### src/rtl/axi_arb_pkg.sv
// Shared constants for the AXI-lite N:1 arbiter: one-hot FSM encoding and limits.
package axi_arb_pkg;

    localparam int MAX_MST = 8;
    localparam int ST_NUM  = 5;
    localparam int RESP_W  = 2;
    localparam int PROT_W  = 3;

    localparam int IDLE_BIT  = 0;
    localparam int WADDR_BIT = 1;
    localparam int WRESP_BIT = 2;
    localparam int RADDR_BIT = 3;
    localparam int RDATA_BIT = 4;

    typedef enum logic [ST_NUM-1:0] {
        IDLE  = 5'b00001,
        WADDR = 5'b00010,
        WRESP = 5'b00100,
        RADDR = 5'b01000,
        RDATA = 5'b10000
    } arb_state_e;

endpackage

### src/rtl/axi_lite_arb_rr_arb.sv
// Combinational round-robin pick: first requester strictly above last_g, wrapping to 0.
module rr_arb
    import axi_arb_pkg::*;
#(
    parameter int MST_NUM     = 2,
    parameter int MST_NUM_WID = $clog2(MST_NUM)
) (
    input  logic [MST_NUM-1:0]     req,
    input  logic [MST_NUM_WID-1:0] last_g,
    output logic [MST_NUM_WID-1:0] nxt_g,
    output logic                   any
);

    logic [MAX_MST-1:0]     req_pad;
    logic [MST_NUM_WID-1:0] hi_g, lo_g;
    logic                   hi_hit, lo_hit;

    // Scan downward so the lowest index in each half wins; the upper half
    // (above last_g) takes precedence, which gives the wrap-around order.
    always_comb begin
        req_pad = MAX_MST'(req);
        hi_g    = '0;
        lo_g    = '0;
        hi_hit  = 1'b0;
        lo_hit  = 1'b0;
        for (int j = MAX_MST - 1; j >= 0; j--) begin
            if (req_pad[j] && j < MST_NUM) begin
                if (j > int'(last_g)) begin
                    hi_hit = 1'b1;
                    hi_g   = MST_NUM_WID'(j);
                end else begin
                    lo_hit = 1'b1;
                    lo_g   = MST_NUM_WID'(j);
                end
            end
        end
        nxt_g = hi_hit ? hi_g : lo_g;
        any   = hi_hit | lo_hit;
    end

endmodule

### src/rtl/axi_lite_arb.sv
// N:1 AXI-lite arbiter: round-robin grant, one transaction in flight, write beats read per master.
module axi_lite_arb
    import axi_arb_pkg::*;
#(
    parameter int MST_NUM     = 2,
    parameter int MST_NUM_WID = $clog2(MST_NUM),
    parameter int ADDR_W      = 32,
    parameter int DATA_W      = 32
) (
    input  logic                                  aclk,
    input  logic                                  aresetn,

    input  logic [MST_NUM-1:0]                    mst_awvalid,
    output logic [MST_NUM-1:0]                    mst_awready,
    input  logic [MST_NUM-1:0][ADDR_W-1:0]        mst_awaddr,
    input  logic [MST_NUM-1:0][PROT_W-1:0]        mst_awprot,
    input  logic [MST_NUM-1:0]                    mst_wvalid,
    output logic [MST_NUM-1:0]                    mst_wready,
    input  logic [MST_NUM-1:0][DATA_W-1:0]        mst_wdata,
    input  logic [MST_NUM-1:0][DATA_W/8-1:0]      mst_wstrb,
    output logic [MST_NUM-1:0]                    mst_bvalid,
    input  logic [MST_NUM-1:0]                    mst_bready,
    output logic [MST_NUM-1:0][RESP_W-1:0]        mst_bresp,
    input  logic [MST_NUM-1:0]                    mst_arvalid,
    output logic [MST_NUM-1:0]                    mst_arready,
    input  logic [MST_NUM-1:0][ADDR_W-1:0]        mst_araddr,
    input  logic [MST_NUM-1:0][PROT_W-1:0]        mst_arprot,
    output logic [MST_NUM-1:0]                    mst_rvalid,
    input  logic [MST_NUM-1:0]                    mst_rready,
    output logic [MST_NUM-1:0][DATA_W-1:0]        mst_rdata,
    output logic [MST_NUM-1:0][RESP_W-1:0]        mst_rresp,

    output logic                                  slv_awvalid,
    input  logic                                  slv_awready,
    output logic [ADDR_W-1:0]                     slv_awaddr,
    output logic [PROT_W-1:0]                     slv_awprot,
    output logic                                  slv_wvalid,
    input  logic                                  slv_wready,
    output logic [DATA_W-1:0]                     slv_wdata,
    output logic [DATA_W/8-1:0]                   slv_wstrb,
    input  logic                                  slv_bvalid,
    output logic                                  slv_bready,
    input  logic [RESP_W-1:0]                     slv_bresp,
    output logic                                  slv_arvalid,
    input  logic                                  slv_arready,
    output logic [ADDR_W-1:0]                     slv_araddr,
    output logic [PROT_W-1:0]                     slv_arprot,
    input  logic                                  slv_rvalid,
    output logic                                  slv_rready,
    input  logic [DATA_W-1:0]                     slv_rdata,
    input  logic [RESP_W-1:0]                     slv_rresp
);

    arb_state_e             state, state_n;
    logic [MST_NUM_WID-1:0] g, g_n, last_g, last_g_n, nxt_g;
    logic                   aw_done, aw_done_n, w_done, w_done_n;
    logic                   any_req, aw_fin, w_fin;
    logic [MST_NUM-1:0]     req;
    logic                   st_waddr, st_wresp, st_raddr, st_rdata;

    assign req      = mst_awvalid | mst_arvalid;
    assign st_waddr = state[WADDR_BIT];
    assign st_wresp = state[WRESP_BIT];
    assign st_raddr = state[RADDR_BIT];
    assign st_rdata = state[RDATA_BIT];

    rr_arb #(
        .MST_NUM     (MST_NUM),
        .MST_NUM_WID (MST_NUM_WID)
    ) u_rr (
        .req    (req),
        .last_g (last_g),
        .nxt_g  (nxt_g),
        .any    (any_req)
    );

    always_ff @(posedge aclk or negedge aresetn) begin
        if (!aresetn) begin
            state   <= IDLE;
            g       <= '0;
            last_g  <= MST_NUM_WID'(MST_NUM - 1);
            aw_done <= 1'b0;
            w_done  <= 1'b0;
        end else begin
            state   <= state_n;
            g       <= g_n;
            last_g  <= last_g_n;
            aw_done <= aw_done_n;
            w_done  <= w_done_n;
        end
    end

    // A channel counts as finished if it completed earlier or is completing now.
    assign aw_fin = aw_done | (slv_awvalid & slv_awready);
    assign w_fin  = w_done  | (slv_wvalid  & slv_wready);

    always_comb begin
        state_n   = state;
        g_n       = g;
        last_g_n  = last_g;
        aw_done_n = aw_done;
        w_done_n  = w_done;
        unique case (state)
            IDLE: begin
                if (any_req) begin
                    g_n      = nxt_g;
                    last_g_n = nxt_g;
                    state_n  = mst_awvalid[nxt_g] ? WADDR : RADDR;
                end
            end
            WADDR: begin
                if (aw_fin && w_fin) begin
                    state_n   = WRESP;
                    aw_done_n = 1'b0;
                    w_done_n  = 1'b0;
                end else begin
                    aw_done_n = aw_fin;
                    w_done_n  = w_fin;
                end
            end
            WRESP: if (slv_bvalid && slv_bready)   state_n = IDLE;
            RADDR: if (slv_arvalid && slv_arready) state_n = RDATA;
            RDATA: if (slv_rvalid && slv_rready)   state_n = IDLE;
            default: begin
                state_n   = IDLE;
                aw_done_n = 1'b0;
                w_done_n  = 1'b0;
            end
        endcase
    end

    // Downstream side: everything is gated by the owning state so IDLE drives all zeros.
    assign slv_awvalid = st_waddr & mst_awvalid[g] & ~aw_done;
    assign slv_awaddr  = st_waddr ? mst_awaddr[g] : '0;
    assign slv_awprot  = st_waddr ? mst_awprot[g] : '0;
    assign slv_wvalid  = st_waddr & mst_wvalid[g] & ~w_done;
    assign slv_wdata   = st_waddr ? mst_wdata[g] : '0;
    assign slv_wstrb   = st_waddr ? mst_wstrb[g] : '0;
    assign slv_bready  = st_wresp & mst_bready[g];
    assign slv_arvalid = st_raddr & mst_arvalid[g];
    assign slv_araddr  = st_raddr ? mst_araddr[g] : '0;
    assign slv_arprot  = st_raddr ? mst_arprot[g] : '0;
    assign slv_rready  = st_rdata & mst_rready[g];

    for (genvar m = 0; m < MST_NUM; m++) begin : g_mst
        logic sel;
        assign sel            = (g == MST_NUM_WID'(m));
        assign mst_awready[m] = st_waddr & sel & slv_awready & ~aw_done;
        assign mst_wready[m]  = st_waddr & sel & slv_wready & ~w_done;
        assign mst_bvalid[m]  = st_wresp & sel & slv_bvalid;
        assign mst_bresp[m]   = (st_wresp & sel) ? slv_bresp : '0;
        assign mst_arready[m] = st_raddr & sel & slv_arready;
        assign mst_rvalid[m]  = st_rdata & sel & slv_rvalid;
        assign mst_rdata[m]   = (st_rdata & sel) ? slv_rdata : '0;
        assign mst_rresp[m]   = (st_rdata & sel) ? slv_rresp : '0;
    end

endmodule
### config.mk
export PLATFORM = sky130hd
export DESIGN_NAME = axi_lite_arb
export DESIGN_NICKNAME = d
export VERILOG_FILES = /design/src/rtl/axi_arb_pkg.sv /design/src/rtl/axi_lite_arb_rr_arb.sv /design/src/rtl/axi_lite_arb.sv
export SDC_FILE = /design/constraint.sdc
export NUM_CORES = 1
export LEC_CHECK = 0
export BUFFER_PORTS_ARGS = -buffer_cell sky130_fd_sc_hd__clkbuf_2
export CORE_AREA = 2 2 178 180
export DETAILED_ROUTE_END_ITERATION = 16
export DIE_AREA = 0 0 180 182
export GPL_ROUTABILITY_DRIVEN = 0
export MAX_ROUTING_LAYER = met4
export PLACE_DENSITY = 0.43
export SYNTH_ARGS = -nofsm -noshare
export SYNTH_HDL_FRONTEND = slang
export SYNTH_SLANG_ARGS = --single-unit
### constraint.sdc
create_clock -name aclk -period 2.4 [get_ports aclk]
set_clock_uncertainty 0.15 [all_clocks]
set_input_delay 0.48 -clock aclk [delete_from_list [all_inputs] [get_ports aclk]]
set_output_delay 0.48 -clock aclk [all_outputs]
set_load 0.02 [all_outputs]
==> results of run 1 <==
synth_stat cells, types with 2 or more instances:
library cell,n,share of area (%)
nor2b_1,113,23
mux2i_1,108,35
and3_1,42,8.6
and2_1,41,8.4
clkbuf_1,22,2.7
buf_2,12,2.0
nor2_1,11,1.3
nand2_1,9,1.1
dfrtp_1,7,5.7
buf_4,4,0.98
a21oi_1,2,0.33
buf_6,2,0.73
dfstp_2,2,1.7
inv_1,2,0.24
mux2_4,2,0.98
nor3_2,2,0.65
o21ai_0,2,0.33
xor2_1,2,0.57
metal layers:
metal	GRT usage, %	vias up	part of all wire (%)
met5	-	-	0
met4	0.878	0	0.42
met3	1.26	4	6.8
met2	16.4	247	50
met1	11.3	2062	42
li1	-	2266	-
sequential cells by signal (all words and copies together), names as in the netlist:
signal   count
aw_done      1
g            1
last_g       1
state        5
w_done       1
final timing paths:
check | endpoint | slack, ps
worst max-delay path | slv_araddr[15] | 110
worst min-delay path | last_g | 390
worst max register to register | aw_done | 510
worst min register to register | last_g | 390
max in group asynchronous | state[0] | 1300
min in group asynchronous | state[4] | 530
logic make-up after synthesis:
group                     count (synthesis)  share of synthesized area [%]
and+or+nand+nor                         224                           44.5
AOI/OAI and AO/OA                        17                           4.32
xor gates and xnor gates                  2                          0.571
buffers and inverters                    42                           6.60
muxes                                   111                           36.6
DFF                                       9                           7.42
power groups by stage:
stage	combinational (W)	sequential [W]	clock, W
CTS	0.00391	0.000310	0.000305
floorplan	0.00268	0.000234	0
finish	0.00399	0.000310	0.000304
global route	0.00432	0.000320	0.000314
global placement	0.00388	0.000308	0
detailed placement	0.00389	0.000309	0
area by class of cell:
cell class | count | share of cell area, %
antenna | 1 | 0.0414
clock buffer | 4 | 1.30
inverter | 2 | 0.124
multi-input combinational | 354 | 43.7
sequential | 9 | 3.85
tap | 402 | 8.32
timing repair buffer | 480 | 42.7
what timing repair did:
action / CTS / global route
hold buffers: 1 / 0
resized for setup: 0 / 2
endpoints found under the setup margin: 0 / 18
buffers inserted: 0 / 3
hold endpoints to repair: 7 / 0
worst max-delay path, cell delays in order (launching register included):
cell and delay (ps):
dfrtp_4 550, buf_16 210, buf_4 200, mux2i_1 110, nor2b_1 120, clkbuf_2 180
metrics by stage:
stage | area [µm²] | utilization [%] | setup slack (ps) | instances | hold WS, ps
6_report | 6050 | 19.5 | 106 | 1252 | 386
5_1_grt | 6040 | 19.5 | 17.6 | 1251 | 423
4_1_cts | 5980 | 19.3 | 39.8 | 1247 | 387
3_5_place_dp | 5890 | 19.0 | 293 | 1242 | 213
3_3_place_gp | 5890 | 19.0 | 344 | 1242 | 210
2_1_floorplan | 3070 | - | 464 | 405 | 34.4
==> metrics, run 1 <==
status finished clean; initial DRC count 110; Top-Level Pins 458; layout cells sized above 1 slightly below 60%; worst setup path startpoint g; Comb pwr share between 80% and 90%; clock-pin slew on the worst setup and hold paths around 40 ps; worst r2r src g; Fmax approximately 0.44 GHz; #FFs+latches synth 9; global-route wire length before repair approximately 24,000 µm; register area share after synthesis between 7 and 8%; Peak supply drop ~340 µV; crit path launch type flip-flop; NetSw 0.00236 W; hold depth 2; Reg power frac approximately 6.7%; unrepaired setup endpoints after global routing no; EDFF count, synth 0; Mean Syn Cell Area around 7.6 µm²; Layout area overhead 96.9%; commonest non-fill, non-tap cell in the layout clkbuf_2; commonest cells after routing, fill and taps aside clkbuf_2, nor2b_1, mux2i_1; Critical Path Fanout Max 39; Pins Over Slew Limit 0; Syn Inst Count around 410; crit path kind reg -> out; Reg area between 200 and 250 µm²; Pwr Density between 700 and 800 nW/µm²; gr ovfl total 0; ys async rst share 100%; largest net degree at the start of global routing 73; Clk pwr share 6.6%; Root Buffer clkbuf_16; Chip Width between 150 and 200 µm; initial antenna violation count 1; Initial Util 9.91%; drt drc 0; Die Ht between 150 and 200 µm; DR WL/cell ~13 µm; Mapped Area between 3000 and 4000 µm²; setup TNS 0 ps; DR vias/cell 3.66; placeable core area between 30,000 and 40,000 µm²; layout filler cell count 3,539; hold path start last_g; Syn Nets 670; CTS tree yes; Power, Total 0.00461 W; worst skew pair latency roughly 230 ps; Sw Ratio 51.2%; LEAKAGE ~3.8 nW; DP HPWL 14,000 µm; Yosys warning count 0; buffer depth of the longest clock path 2; fin crit share a little over nine tenths; vias in the first global route between 4,000 and 5,000; Post-synth top flop dfrtp_1; # rows 65; Die ar. 32,800 µm²; Routed WL ~17,000 µm; final hold viol count 0; Yosys cell types 38; DR vias around 4,600; internal power approximately 0.0022 W; worst hold path class reg -> reg; crit end category primary output; Tot GR Track Use under 10%; R2R depth 5; Setup Viol. Count Final 0; CTS H-tree lvls 1; CTS sink cnt 9; CP Data Arrival Time 1660 ps; Max-slew headroom 75.0%; Tmin final between 2000 and 2500 ps; final net count about 1,100; Worst-Margin Slew ~370 ps; max_cap viols 0; Worst EP required between 1500 and 2000 ps; post-route ant nets 0; TritonRoute pass-1 iters 6; CTS Buf Count 3; I/O Buffers 457; area of the multi-input gates approximately 2600 µm²
Power figures use the tool's default switching activity.
==> run 2, diff against run 1 <==
Settings changed: ABC_AREA set to 1, CORE_AREA 2 2 178 180 to 2 2 180 182, DIE_AREA 0 0 180 182 to 0 0 182 184, PLACE_DENSITY 0.43 to 0.4.
==> run 2 against run 1 <==
Sequential power rose by 4%; synthesized area is 23% lower; synthesized cell count increased by 9.1%; register-to-register slack gained 70 ps; largest cell class is now buffers; critical path depth grew 1; maximum frequency down 0.93%; non-clock buffer count fell by 8; sequential share of layout area up 0.50 points; cell area is 12% lower; combinational power shrank 8.3%.
==> metrics, run 2 <==
CTS H-tree lvls 1; Hold WS approximately 340 ps; worst hold path class reg -> reg; #FFs+latches synth 9; commonest non-fill, non-tap cell in the layout clkbuf_2; clock-pin slew on the worst setup and hold paths 40 ps; Post-synth top flop dfrtp_1; EDFF count, synth 0; post-route ant nets 0; Critical Path Fanout Max 31; crit end category primary output; CTS sink cnt 9; Sw Ratio 60.8%; ys async rst share between 90% and 100%; Mean Syn Cell Area between 5 and 6 µm²; Chip Width between 150 and 200 µm; Peak supply drop about 220 µV; Initial Util about 7.6%; commonest cells after routing, fill and taps aside clkbuf_2, nand2_1, nor2_1; CTS Buf Count 3; Root Buffer clkbuf_16; register area share after synthesis a little under a tenth; Fmax ~0.43 GHz; Synth area leaders a22o_1, nand2_1, nor2_1, a21oi_1, inv_1; status finished clean; Die Ht approximately 180 µm; Clk pwr share 7.0%; most frequent cell after synthesis nand2_1; Crit path largest cell delay around 460 ps; NetSw 0.00260 W; global-route wire length before repair ~26,000 µm; fin crit share between 90% and 100%; DR WL/cell between 15 and 20 µm; CP Data Arrival Time 1690 ps; setup TNS 0 ps; crit path kind reg -> out; internal power between 0.0015 and 0.002 W; CTS tree yes; Worst EP required 1770 ps; CP max stage cell dfrtp_2; crit path launch type flip-flop; Pwr Density between 800 and 900 nW/µm²; Max-slew headroom 70.6%; max_cap viols 0; initial DRC count 190; Reg power frac under 10%; DR vias 4,743; Syn Nets approximately 710; final hold viol count 0; Syn Inst Count 442; Yosys cell types 21; Die ar. 33,500 µm²; layout filler cell count around 3,700; Setup Viol. Count Final 0; Mapped Area roughly 2400 µm²; drt drc 0; Commonest cells post-synth nand2_1, nor2_1, a22o_1; I/O Buffers roughly 460; TritonRoute pass-1 iters 4; worst skew pair latency between 200 and 250 ps; post-synth top area cell a22o_1; gr ovfl total 0; largest net degree at the start of global routing 64; Routed WL 20,300 µm; final net count 1,150; layout cells sized above 1 between 50% and 60%; Comb pwr share around 86%; Tmin final 2320 ps; DR vias/cell between 3 and 4; CP Cell Sequence nand2_1, inv_2, buf_12, buf_4, a22o_1, clkbuf_2; Top reg by flops state; unrepaired setup endpoints after global routing no; Yosys warning count 0; LEAKAGE approximately 3.3 nW; DP HPWL between 15,000 and 20,000 µm; buffer depth of the longest clock path 2; Top-Level Pins roughly 460; Worst-Margin Slew ~440 ps; Tot GR Track Use about 11%; Layout area overhead 123%; initial antenna violation count 6; share of the synthesized area in the top cell type between 20% and 30%; Pins Over Slew Limit 0; vias in the first global route roughly 4,400; placeable core area 31,400 µm²; # rows 65; max reg flops 5
run 2: cell count changes after synthesis, sizes merged, moves of 41 or more:
cell,before,now
nor2b,114,0
mux2i,108,0
nand2,9,113
nor2,11,89
a22o,1,71
inv,2,55
and3,42,0
and2,41,0
run 2: cells by family after synthesis:
logic type	after synthesis	synth area share [%]
compound gates	117	35.9
simple gates	227	38.6
flops	9	9.59
buf+inv	89	15.9
run 2: cell type report:
| class | count | area (µm²) | share of cell area (%) |
|---|---|---|---|
| Inverter | 55 | 209 | 3.95 |
| Tap cell | 402 | 503 | 9.50 |
| Clock buffer | 4 | 78.8 | 1.49 |
| Sequential cell | 9 | 230 | 4.35 |
| Multi-Input combinational cell | 344 | 1770 | 33.4 |
| Antenna cell | 6 | 15.0 | 0.284 |
| Timing Repair Buffer | 472 | 2490 | 47.0 |
run 2: path summary, 6_finish.rpt:
kind                                 end  slack, ps  startpoint  cells after the start
max                        slv_wdata[29]         80           g                      6
min                               last_g        340      last_g                      2
min in group asynchronous       state[3]        490     aresetn                      2
max reg2reg                       w_done        580    state[4]                      5
min reg2reg                       last_g        340      last_g                      2
max in group asynchronous       state[0]       1340     aresetn                      2
run 2: power groups by stage:
| stage | Clock, W | Combinational (W) | Sequential, W |
|---|---|---|---|
| global route | 0.000310 | 0.00394 | 0.000330 |
| detailed placement | 0 | 0.00361 | 0.000323 |
| floorplan | 0 | 0.00225 | 0.000265 |
| finish | 0.000297 | 0.00366 | 0.000321 |
| CTS | 0.000304 | 0.00363 | 0.000321 |
| global placement | 0 | 0.00364 | 0.000322 |
run 2: worst max-delay path, delay by kind of cell, from the launching register on:
kind	cells	cell delay (ps)
buffers and inverters	4	660
and+or+nand+nor	1	140
AOI/OAI and AO/OA	1	180
DFF	1	460
run 2: metrics by stage:
step	area, µm²	worst slack [ps]	power, W	util (%)	std cells
5_1_grt	5290	20.2	0.00458	16.9	1292
2_1_floorplan	2370	419	0.00252	-	442
4_1_cts	5220	10.2	0.00426	16.6	1283
3_5_place_dp	5130	211	0.00393	16.3	1278
3_3_place_gp	5130	189	0.00397	16.3	1278
6_report	5290	84.3	0.00427	16.9	1292
run 2: routing by layer:
metal	global-route usage, %	wire [µm]	part of all wire, %
met1	11.5	7820	38
met2	19.2	9960	49
met3	3.41	1910	9.4
met4	3.45	641	3.2
met5	-	0	0
run 2: timing repair:
action / CTS / global route
endpoints found under the setup margin: 1 / 15
cloned: 0 / 2
endpoints found under the hold margin: 7 / 0
setup buffers: 0 / 1
hold buffers: 1 / 0
resized for setup: 1 / 1
